**src/rtl/reader_pkg.sv**
```systemverilog
// reader_pkg: opcode map, FSM state encoding and instruction geometry shared
// by the reader_core slice.
package reader_pkg;

  localparam int INSTR_BYTES = 4;

  localparam logic [7:0] OP_NOP   = 8'd0;
  localparam logic [7:0] OP_MOVI  = 8'd1;
  localparam logic [7:0] OP_LOAD  = 8'd2;
  localparam logic [7:0] OP_STORE = 8'd3;
  localparam logic [7:0] OP_ADD   = 8'd4;
  localparam logic [7:0] OP_SUB   = 8'd5;
  localparam logic [7:0] OP_JMP   = 8'd6;
  localparam logic [7:0] OP_JZ    = 8'd7;
  localparam logic [7:0] OP_HALT  = 8'd8;

  // Core states: LOAD -> FETCH -> EXEC -> FETCH ..., EXEC -> HALT
  localparam logic [1:0] LOAD  = 2'd0;
  localparam logic [1:0] FETCH = 2'd1;
  localparam logic [1:0] EXEC  = 2'd2;
  localparam logic [1:0] HALT  = 2'd3;

endpackage

```
**src/rtl/reader_alu.sv**
```systemverilog
// reader_alu: combinational add / subtract / zero-test on register operands.
// Both results wrap modulo 2^DATA_WIDTH.
module reader_alu
  import reader_pkg::*;
#(
  parameter int DATA_WIDTH = 16
) (
  input  logic [DATA_WIDTH-1:0] a,
  input  logic [DATA_WIDTH-1:0] b,
  output logic [DATA_WIDTH-1:0] sum,
  output logic [DATA_WIDTH-1:0] diff,
  output logic                  a_zero
);

  assign sum    = a + b;
  assign diff   = a - b;
  assign a_zero = (a == '0);

endmodule

```
**src/rtl/reader_core.sv**
```systemverilog
// reader_core: byte-loaded program RAM feeding a two-phase fetch/execute core
// with a generic register file. Optional macro READER_TRACE_EN adds the
// trace_valid / trace_pc retirement outputs.
module reader_core
  import reader_pkg::*;
#(
  parameter int DATA_WIDTH = 16,
  parameter int NUM_REGS   = 16,
  parameter int RAMSIZE    = 64,
  parameter int DEBUG_ADDR = 18
) (
  input  logic                  clk,
  input  logic                  reset,
  input  logic                  load_valid,
  input  logic [7:0]            load_data,
  input  logic                  load_last,
  output logic                  load_ready,
  output logic [7:0]            ipointer,
  output logic [7:0]            opCode,
  output logic [DATA_WIDTH-1:0] r0,
  output logic [DATA_WIDTH-1:0] r1,
  output logic [DATA_WIDTH-1:0] debug,
  output logic                  halted,
  output logic                  illegal
`ifdef READER_TRACE_EN
  ,
  output logic                  trace_valid,
  output logic [7:0]            trace_pc
`endif
);

  localparam int AW = $clog2(RAMSIZE);
  localparam int RW = $clog2(NUM_REGS);
  localparam logic [AW-1:0] DBG_A = AW'(DEBUG_ADDR);

  logic [1:0]            state;
  logic [AW-1:0]         lptr;
  logic [AW-1:0]         ip;
  logic [7:0]            ram  [RAMSIZE];
  logic [DATA_WIDTH-1:0] regs [NUM_REGS];

  // operands captured in FETCH, consumed in EXEC
  logic [7:0]            op_p0;
  logic [RW-1:0]         ridx_p0;
  logic [15:0]           addr_p0;
  logic [7:0]            rval_p0;
  logic [DATA_WIDTH-1:0] ra_p0;
  logic [DATA_WIDTH-1:0] rb_p0;

  logic [AW-1:0] ip1, ip2, ip3, fetch_ra;
  logic [15:0]   fetch_addr;
  logic [RW-1:0] fetch_ridx;
  logic [AW-1:0] addr_a;

  assign ip1        = ip + AW'(1);
  assign ip2        = ip + AW'(2);
  assign ip3        = ip + AW'(3);
  assign fetch_addr = {ram[ip3], ram[ip2]};
  assign fetch_ra   = fetch_addr[AW-1:0];
  assign fetch_ridx = ram[ip1][RW-1:0];
  assign addr_a     = addr_p0[AW-1:0];

  logic [DATA_WIDTH-1:0] alu_sum, alu_diff;
  logic                  alu_zero;

  reader_alu #(.DATA_WIDTH(DATA_WIDTH)) u_alu (
    .a      (ra_p0),
    .b      (rb_p0),
    .sum    (alu_sum),
    .diff   (alu_diff),
    .a_zero (alu_zero)
  );

  logic                  wr_en;
  logic [DATA_WIDTH-1:0] wr_val;
  logic                  ram_we;
  logic [AW-1:0]         ram_wa;
  logic [7:0]            ram_wd;
  logic [AW-1:0]         next_ip;
  logic                  stop;
  logic                  bad;
  logic [7:0]            dbg_next;
  logic [DATA_WIDTH-1:0] r0_next, r1_next;

  assign load_ready = (state == LOAD);
  assign halted     = (state == HALT);
  assign ipointer   = 8'(ip);
  assign opCode     = op_p0;

  // Decode the latched instruction and steer the RAM write port
  always_comb begin
    wr_en   = 1'b0;
    wr_val  = '0;
    ram_we  = 1'b0;
    ram_wa  = lptr;
    ram_wd  = load_data;
    next_ip = ip + AW'(INSTR_BYTES);
    stop    = 1'b0;
    bad     = 1'b0;
    if (state == LOAD) begin
      ram_we = load_valid & reset;
    end else if (state == EXEC) begin
      case (op_p0)
        OP_NOP:   ;
        OP_MOVI:  begin wr_en = 1'b1; wr_val = DATA_WIDTH'(addr_p0); end
        OP_LOAD:  begin wr_en = 1'b1; wr_val = DATA_WIDTH'(rval_p0); end
        OP_STORE: begin ram_we = 1'b1; ram_wa = addr_a; ram_wd = ra_p0[7:0]; end
        OP_ADD:   begin wr_en = 1'b1; wr_val = alu_sum; end
        OP_SUB:   begin wr_en = 1'b1; wr_val = alu_diff; end
        OP_JMP:   next_ip = addr_a;
        OP_JZ:    if (alu_zero) next_ip = addr_a;
        OP_HALT:  stop = 1'b1;
        default:  begin stop = 1'b1; bad = 1'b1; end
      endcase
    end
    dbg_next = (ram_we && ram_wa == DBG_A) ? ram_wd : ram[DBG_A];
    r0_next  = (wr_en && ridx_p0 == RW'(0)) ? wr_val : regs[0];
    r1_next  = (wr_en && ridx_p0 == RW'(1)) ? wr_val : regs[1];
  end

  // Program/data RAM: single write port shared by loader and store
  always_ff @(posedge clk) begin
    if (ram_we) ram[ram_wa] <= ram_wd;
  end

  // Fetch-stage operand capture (data only, no reset needed)
  always_ff @(posedge clk) begin
    if (state == FETCH) begin
      ridx_p0 <= fetch_ridx;
      addr_p0 <= fetch_addr;
      rval_p0 <= ram[fetch_ra];
      ra_p0   <= regs[fetch_ridx];
      rb_p0   <= regs[fetch_addr[RW-1:0]];
    end
  end

  // Control FSM, register file and observation outputs
  always_ff @(posedge clk or negedge reset) begin
    if (!reset) begin
      state   <= LOAD;
      lptr    <= '0;
      ip      <= '0;
      op_p0   <= '0;
      r0      <= '0;
      r1      <= '0;
      debug   <= '0;
      illegal <= 1'b0;
      for (int i = 0; i < NUM_REGS; i++) regs[i] <= '0;
    end else begin
      case (state)
        LOAD: begin
          if (load_valid) begin
            lptr <= lptr + AW'(1);
            if (load_last || lptr == AW'(RAMSIZE - 1)) begin
              state <= FETCH;
              ip    <= '0;
            end
          end
        end
        FETCH: begin
          op_p0 <= ram[ip];
          state <= EXEC;
        end
        EXEC: begin
          if (wr_en) regs[ridx_p0] <= wr_val;
          r0    <= r0_next;
          r1    <= r1_next;
          debug <= DATA_WIDTH'(dbg_next);
          if (stop) begin
            state <= HALT;
            if (bad) illegal <= 1'b1;
          end else begin
            ip    <= next_ip;
            state <= FETCH;
          end
        end
        default: ;
      endcase
    end
  end

`ifdef READER_TRACE_EN
  // Retirement trace: one pulse per executed instruction
  always_ff @(posedge clk or negedge reset) begin
    if (!reset) begin
      trace_valid <= 1'b0;
      trace_pc    <= '0;
    end else begin
      trace_valid <= (state == EXEC);
      if (state == EXEC) trace_pc <= 8'(ip);
    end
  end
`endif

endmodule
```
**config.mk**
```make
export PLATFORM = sky130hd
export DESIGN_NAME = reader_core
export DESIGN_NICKNAME = d
export VERILOG_FILES = /design/src/rtl/reader_pkg.sv /design/src/rtl/reader_alu.sv /design/src/rtl/reader_core.sv
export SDC_FILE = /design/constraint.sdc
export NUM_CORES = 2
export LEC_CHECK = 0
export BUFFER_PORTS_ARGS = -buffer_cell sky130_fd_sc_hd__buf_2
export CORE_MARGIN = 4
export CORE_UTILIZATION = 40
export DETAILED_ROUTE_END_ITERATION = 12
export GPL_TIMING_DRIVEN = 0
export PLACE_DENSITY_LB_ADDON = 0.12
export SYNTH_ARGS = -nofsm -noshare
export SYNTH_HDL_FRONTEND = slang
export SYNTH_HIERARCHICAL = 1
export SYNTH_SLANG_ARGS = --single-unit
```
**constraint.sdc**
```tcl
create_clock -name clk -period 7.4 [get_ports clk]
set_clock_uncertainty 0.05 [all_clocks]
set_input_delay 1.48 -clock clk [delete_from_list [all_inputs] [get_ports clk]]
set_output_delay 1.48 -clock clk [all_outputs]
set_load 0.01 [all_outputs]
```
# [After elaboration in Yosys (flattened, before gate mapping)]
# Memories as Yosys holds them, arrays and structs flattened. A register that Yosys moved wholly into a read port is not among the register bits.
# Cells that the tools add are included.
[word_totals] regBits=355 latchBits=0 ram_bits=512 mem_bits_ro=0 inputBits=12 word_cells=122 n_memories=1
[memory_table] memory="ram" words=64 width=8 read_ports=6 rd_ports_with_merged_regs=4 write_ports=1 line_no="reader_core.sv:39" rtl="logic [7:0] ram [RAMSIZE];"
[classes] n_addsub=7 multipliers=0 n_div=0 magnitude_cmp=4 n_eq_ne=16 shifts=0 mux=44 bitwise_logic=4 reduce_logical=20
[ops] operator="256-bit bitwise mux" count=1
[ops] operator="16-bit two-way mux" count=9
[ops] operator="16-bit binary-select mux with 4-bit select" count=2
[ops] operator="16-bit demux with 4-bit select" count=1
[ops] operator="16-bit case mux with 4 select lines" count=1
[ops] operator="6-bit two-way mux" count=7
[ops] operator="8-bit by 3-bit equality test with 1-bit output (second input constant)" count=4
[ops] operator="8-bit two-way mux" count=3
[ops] operator="6-bit case mux with 2 select lines" count=2
[ops] operator="16-bit adder" count=1
[ops] operator="8-bit by 2-bit equality test with 1-bit output (second input constant)" count=2
[ops] operator="16-bit zero test" count=1
[ops] operator="16-bit subtractor" count=1
[ops] operator="5-bit >= comparator (second input constant)" count=3
[ops] operator="4-bit inverter with 5-bit output" count=3
[ops] operator="1-bit two-way mux" count=14
[ops] operator="6-bit by 1-bit adder with 6-bit output (second input constant)" count=2
[ops] operator="6-bit by 2-bit adder with 6-bit output (second input constant)" count=2
[ops] operator="9-bit OR reduction" count=1
[ops] operator="8-bit by 1-bit equality test with 1-bit output (second input constant)" count=1
[ops] operator="8-bit by 4-bit equality test with 1-bit output (second input constant)" count=1
[ops] operator="8-bit zero test" count=1
[ops] operator="8-bit OR reduction" count=1
[ops] operator="6-bit by 3-bit adder with 6-bit output (second input constant)" count=1
[ops] operator="other kinds (21)" count=30

# [Logic depth before layout (Yosys ltp)]
[logic_depth] depth_word=7 mapped_depth=25

# [Hierarchy]
# Netlist, hierarchy kept.
[modules_own_cells] module="reader_core" n_inst=1 cells_each=4260 area_each_um2=54004.3 seq_area_each_um2=25159.1
[modules_own_cells] module="reader_alu" n_inst=1 cells_each=224 area_each_um2=1596.5 seq_area_each_um2=0.0

# [Worst setup path before layout]
# Ideal clock, no wire load.
[synth_timing] kind="register to register" from="reg ip[1]" to="reg addr_p0[8], read port of ram, data pin" setup_time_ns=0.272 t_arrival_ns=5.190 required_ns=7.078 setup_slack_ns=1.888 path_stages_with_launch=15 n_path_buf=9 cell_sequence="dfrtp_1 buf_4 buf_4 inv_1 clkbuf_1 clkbuf_1 ha_1 clkbuf_1 buf_2 buf_2 buf_1 clkbuf_1 mux4_2 mux4_2 mux4_2"
[synth_between] elab_chain_len=1
[synth_lines] element="start: declaration" line_no="reader_core.sv:38" rtl="logic [AW-1:0] ip;"
[synth_lines] element="start signal: assignment" line_no="reader_core.sv:173" rtl="ip <= next_ip;"
[synth_lines] element="6-bit by 2-bit adder with 6-bit output" line_no="reader_core.sv:57" rtl="assign ip3 = ip + AW'(3);"
[synth_lines] element="end: declaration" line_no="reader_core.sv:45" rtl="logic [15:0] addr_p0;"
# No other way between the ends.
# A chain may end at the register's enable or synchronous reset.

# [Worst setup path in the final report]
[layout_timing] from="reg ip[0]" to="reg addr_p0[10], read port of ram, data pin"
# The elaborated chain is that of the path after synthesis.

==> metrics.json <==
{
  "cts_bufs_inserted": {"value": 103},
  "htree_levels": {"value": 3},
  "share_clk_of_total_power": {"value": 50.7, "unit": "%"},
  "gr-total-overflow": {"value": 0},
  "mostFrequentLayoutCells": {"value": "sky130_fd_sc_hd__nand2_1 (791), sky130_fd_sc_hd__edfxtp_1 (572), sky130_fd_sc_hd__mux4_2 (535), sky130_fd_sc_hd__mux2i_1 (323), sky130_fd_sc_hd__dfrtp_1 (318)"},
  "layout_cells_sized_above_1": {"value": 27.77, "unit": "%"},
  "yosys_reg_bits": {"value": 891},
  "ys_warn_count": {"value": 14},
  "crit_fanout": {"value": 10},
  "post-place-ws": {"value": -3.016, "unit": "ns"},
  "crit_arrival": {"value": 8.05, "unit": "ns"},
  "power_per_cell_area": {"value": 173.4, "unit": "nW/µm²"},
  "num_rows": {"value": 136},
  "power_report.internal_total": {"value": 8.554, "unit": "mW"},
  "drt-total-wl": {"value": 306.0, "unit": "mm"},
  "wire_length_of_the_first_global_routing_pass": {"value": 402.7, "unit": "mm"},
  "switching_share": {"value": 22.26, "unit": "%"},
  "initial_antenna_violation_count": {"value": 19},
  "cts.clk_slew.worst_paths": {"value": 0.07, "unit": "ns"},
  "cts.root.buffer_cell": {"value": "sky130_fd_sc_hd__clkbuf_16"},
  "timing.final.setup_violations": {"value": 23},
  "post_synth_fa_ha_maj_area_fraction": {"value": 0.9721, "unit": "%"},
  "hold_violations": {"value": 0},
  "die_h": {"value": 380.8, "unit": "µm"},
  "period_share": {"value": 103.4, "unit": "%"},
  "maximum_capacitance_violations": {"value": 10},
  "syn2layout_area_growth": {"value": 14.15, "unit": "%"},
  "final_common_cell": {"value": "sky130_fd_sc_hd__nand2_1"},
  "synth-edff-count": {"value": 572},
  "leakage": {"value": 22.73, "unit": "nW"},
  "layout.cells.non_filler": {"value": 6589},
  "rsz0062_at_grt": {"value": "no"},
  "criticalPathCategory": {"value": "reg2reg"},
  "num-nets-final": {"value": 4748},
  "detail_route.drc_violations": {"value": 0},
  "grt_util_all_layers": {"value": 41.26, "unit": "%"},
  "start_util": {"value": 40.34, "unit": "%"},
  "syn_inst": {"value": 4484},
  "mux_contribution_to_synthesized_area": {"value": 31.34, "unit": "%"},
  "num_vias": {"value": 46620},
  "worstSetupStartpointType": {"value": "register"},
  "die_w": {"value": 380.8, "unit": "µm"},
  "relSlewSlack": {"value": -14.55, "unit": "%"},
  "status": {"value": "finished with violations"},
  "layout_min_cycle_time": {"value": 7.649, "unit": "ns"},
  "dieArea": {"value": 145000, "unit": "µm²"},
  "synthXorXnorAreaFrac": {"value": 0.6436, "unit": "%"},
  "vdd_ir_drop_max": {"value": 0.2071, "unit": "mV"},
  "numClockSinks": {"value": 891},
  "endpoint_kind": {"value": "register"},
  "timing_worst_slew_pin_value": {"value": 1.718, "unit": "ns"},
  "worst_hold_path_type": {"value": "reg2reg"},
  "post_synth.cell_area_avg": {"value": 12.40, "unit": "µm²"},
  "final_core_utilization": {"value": 46.05, "unit": "%"},
  "floorplan.io_pins": {"value": 79},
  "clock_tree_from_tritoncts": {"value": "yes"},
  "grt_max_degree": {"value": 100},
  "violations": {"value": "capacitance limit, slew limit, setup timing"},
  "post_synth_and_or_nand_nor_area_fraction": {"value": 9.364, "unit": "%"},
  "cts_hold_buffers": {"value": 0},
  "main_combinational_cell_family_by_area_after_synthesis": {"value": "multiplexers"},
  "fill_cells": {"value": 12550},
  "seq_power_share": {"value": 48.2, "unit": "%"},
  "dp_cells": {"value": 6382},
  "final_slew_violations": {"value": 73},
  "dr.pass1.iters": {"value": 7},
  "power_switching": {"value": 2.449, "unit": "mW"},
  "ff2ff_path_depth": {"value": 11},
  "seq_area_frac_synth": {"value": 45.25, "unit": "%"},
  "dpl.hpwl": {"value": 227.2, "unit": "mm"},
  "synth_flop_cell": {"value": "sky130_fd_sc_hd__edfxtp_1"},
  "yosys.cell_types.count": {"value": 86},
  "gp_routability_congestion": {"value": 1.083},
  "vias_in_the_first_global_route": {"value": 43940},
  "viasPerCell": {"value": 7.075},
  "power.share.combinational": {"value": 1.1, "unit": "%"},
  "drt_iter0_drc": {"value": 7805},
  "post-route-worst-setup-slack": {"value": -0.2489, "unit": "ns"},
  "routed_wire_length_per_instance": {"value": 46.45, "unit": "µm"},
  "detail-route-antenna-nets": {"value": 0},
  "clock_latency": {"value": 0.77, "unit": "ns"},
  "design.core.area": {"value": 137800, "unit": "µm²"},
  "max-clock-path-buffers": {"value": 3},
  "cp_data_required_time": {"value": 7.80, "unit": "ns"},
  "synth_compound_gate_area_share": {"value": 8.781, "unit": "%"},
  "count_of_input_and_output_buffers": {"value": 68},
  "maxClockFrequency": {"value": 130.7, "unit": "MHz"},
  "combined_area_of_all_synthesized_cells": {"value": 55600, "unit": "µm²"},
  "holdPathStages": {"value": 1},
  "async_flop_share": {"value": 35.80, "unit": "%"}
}
[synth_stat cells, types with 10 or more instances]
| cell | number | area share (%) |
|---|---|---|
| sky130_fd_sc_hd__a22oi_1 | 36 | 0.49 |
| sky130_fd_sc_hd__xor2_1 | 10 | 0.16 |
| sky130_fd_sc_hd__a311oi_1 | 49 | 0.77 |
| sky130_fd_sc_hd__nand3b_1 | 19 | 0.26 |
| sky130_fd_sc_hd__edfxtp_1 | 572 | 31 |
| sky130_fd_sc_hd__xnor2_1 | 29 | 0.46 |
| sky130_fd_sc_hd__buf_2 | 105 | 0.95 |
| sky130_fd_sc_hd__nor3_1 | 13 | 0.12 |
| sky130_fd_sc_hd__clkbuf_1 | 187 | 1.3 |
| sky130_fd_sc_hd__nand2b_1 | 16 | 0.18 |
| sky130_fd_sc_hd__a31oi_1 | 23 | 0.26 |
| sky130_fd_sc_hd__nand4_1 | 11 | 0.12 |
| sky130_fd_sc_hd__mux4_2 | 535 | 22 |
| sky130_fd_sc_hd__a32oi_1 | 38 | 0.60 |
| sky130_fd_sc_hd__dfrtp_1 | 319 | 14 |
| sky130_fd_sc_hd__a21oi_1 | 149 | 1.3 |
| sky130_fd_sc_hd__a211oi_1 | 10 | 0.14 |
| sky130_fd_sc_hd__inv_1 | 45 | 0.30 |
| sky130_fd_sc_hd__mux2i_1 | 340 | 6.1 |
| sky130_fd_sc_hd__o22ai_1 | 64 | 0.72 |
| sky130_fd_sc_hd__nand2_1 | 797 | 5.4 |
| sky130_fd_sc_hd__o21ai_0 | 293 | 2.6 |
| sky130_fd_sc_hd__nand3_1 | 54 | 0.49 |
| sky130_fd_sc_hd__ha_1 | 40 | 0.90 |
| sky130_fd_sc_hd__buf_6 | 10 | 0.20 |
| sky130_fd_sc_hd__buf_4 | 43 | 0.58 |
| sky130_fd_sc_hd__buf_1 | 48 | 0.32 |
| sky130_fd_sc_hd__mux2_2 | 173 | 3.5 |
| sky130_fd_sc_hd__nor4_1 | 14 | 0.16 |
| sky130_fd_sc_hd__o221ai_1 | 16 | 0.25 |
| sky130_fd_sc_hd__o31a_1 | 18 | 0.28 |
| sky130_fd_sc_hd__a311o_1 | 16 | 0.29 |
| sky130_fd_sc_hd__nor2b_1 | 22 | 0.25 |
| sky130_fd_sc_hd__nor2_1 | 249 | 1.7 |
[worst paths after layout]
kind,from,end,slack [ns]
hold / removal,illegal,illegal,0.43
setup reg to reg,ip[0],addr_p0[10],-0.25
setup / recovery,ip[0],addr_p0[10],-0.25
hold reg to reg,illegal,illegal,0.43
max in group asynchronous,reset,r1[10],5.40
min in group asynchronous,reset,regs[150],0.56
[cell type report]
| type | instances | area (µm²) | share of cell area, % |
|---|---|---|---|
| Inverter | 48 | 181.4 | 0.2858 |
| Clock buffer | 130 | 2790 | 4.396 |
| Buffer | 388 | 2082 | 3.280 |
| Multi-Input combinational cell | 3161 | 29220 | 46.04 |
| Tap cell | 1794 | 2245 | 3.537 |
| Clock inverter | 64 | 858.3 | 1.352 |
| Antenna cell | 12 | 30.03 | 0.04731 |
| Timing Repair Buffer | 101 | 895.9 | 1.411 |
| Sequential cell | 891 | 25160 | 39.65 |
[critical path, stage by stage, from the launching register on]
cell and delay, ns:
sky130_fd_sc_hd__dfrtp_1 0.56, sky130_fd_sc_hd__buf_4 0.29, sky130_fd_sc_hd__buf_2 0.50, sky130_fd_sc_hd__buf_2 0.73, sky130_fd_sc_hd__clkbuf_2 0.74, sky130_fd_sc_hd__buf_2 0.32
sky130_fd_sc_hd__buf_2 0.62, sky130_fd_sc_hd__a21oi_1 0.22, sky130_fd_sc_hd__xnor2_1 0.71, sky130_fd_sc_hd__clkbuf_1 1.31, sky130_fd_sc_hd__mux4_2 0.53, sky130_fd_sc_hd__mux4_2 0.68
[power groups by stage]
stage	logic [mW]	clock network (mW)	registers, mW
2_1_floorplan	0.0300	0	5.40
3_3_place_gp	0.107	0	5.41
3_5_place_dp	0.125	0	5.40
4_1_cts	0.124	5.61	5.30
5_1_grt	0.134	5.81	5.30
6_report	0.126	5.58	5.30
[metrics by stage]
step | setup TNS [ns] | cell area (µm²) | hold slack [ns] | power (mW)
2_1_floorplan | 0 | 55630 | 0.4080 | 5.433
3_3_place_gp | -2306.59 | 58220 | 0.4251 | 5.513
3_5_place_dp | -112.32 | 58890 | 0.4224 | 5.527
4_1_cts | -0.1784 | 63360 | 0.4363 | 11.03
5_1_grt | 0 | 63440 | 0.4544 | 11.25
6_report | -2.268 | 63470 | 0.4272 | 11.00
[repair_timing]
action                                 in CTS  in global routing
endpoints found under the hold margin       0                  0
buffers inserted                            3                  0
pin swaps                                   3                  3
gates resized for setup                   213                 18
setup endpoints to repair                  56                 27
[state kept, by name, indices dropped and copies added, names as in the netlist]
name and count:
ridx_p0 4, ip 6, addr_p0 16, rb_p0 16
r0 16, r1 16, rval_p0 8, opCode 8
ra_p0 16, ram 512, state 2, debug 8
lptr 6, regs 256, illegal 1
[routing by layer]
| metal | GRT usage (%) | vias up | wire length, µm |
|---|---|---|---|
| met4 | 37.04 | 10 | 35400 |
| met1 | 48.23 | 23730 | 104300 |
| li1 | - | 17810 | - |
| met5 | 0 | - | 78 |
| met2 | 61.62 | 3891 | 132500 |
| met3 | 12.03 | 1176 | 33790 |
[logic make-up (layout without fill, tap and decap cells)]
kind of cell | Yosys count | after routing
adders and majority gates | 42 | 42
xor gates and xnor gates | 40 | 40
muxes | 1049 | 1049
AOI/OAI and AO/OA | 772 | 772
DFF | 891 | 891
other | 1 | 22
and+or+nand+nor | 1248 | 1248
buffers and inverters | 441 | 731
Power figures use the tool's default switching activity.
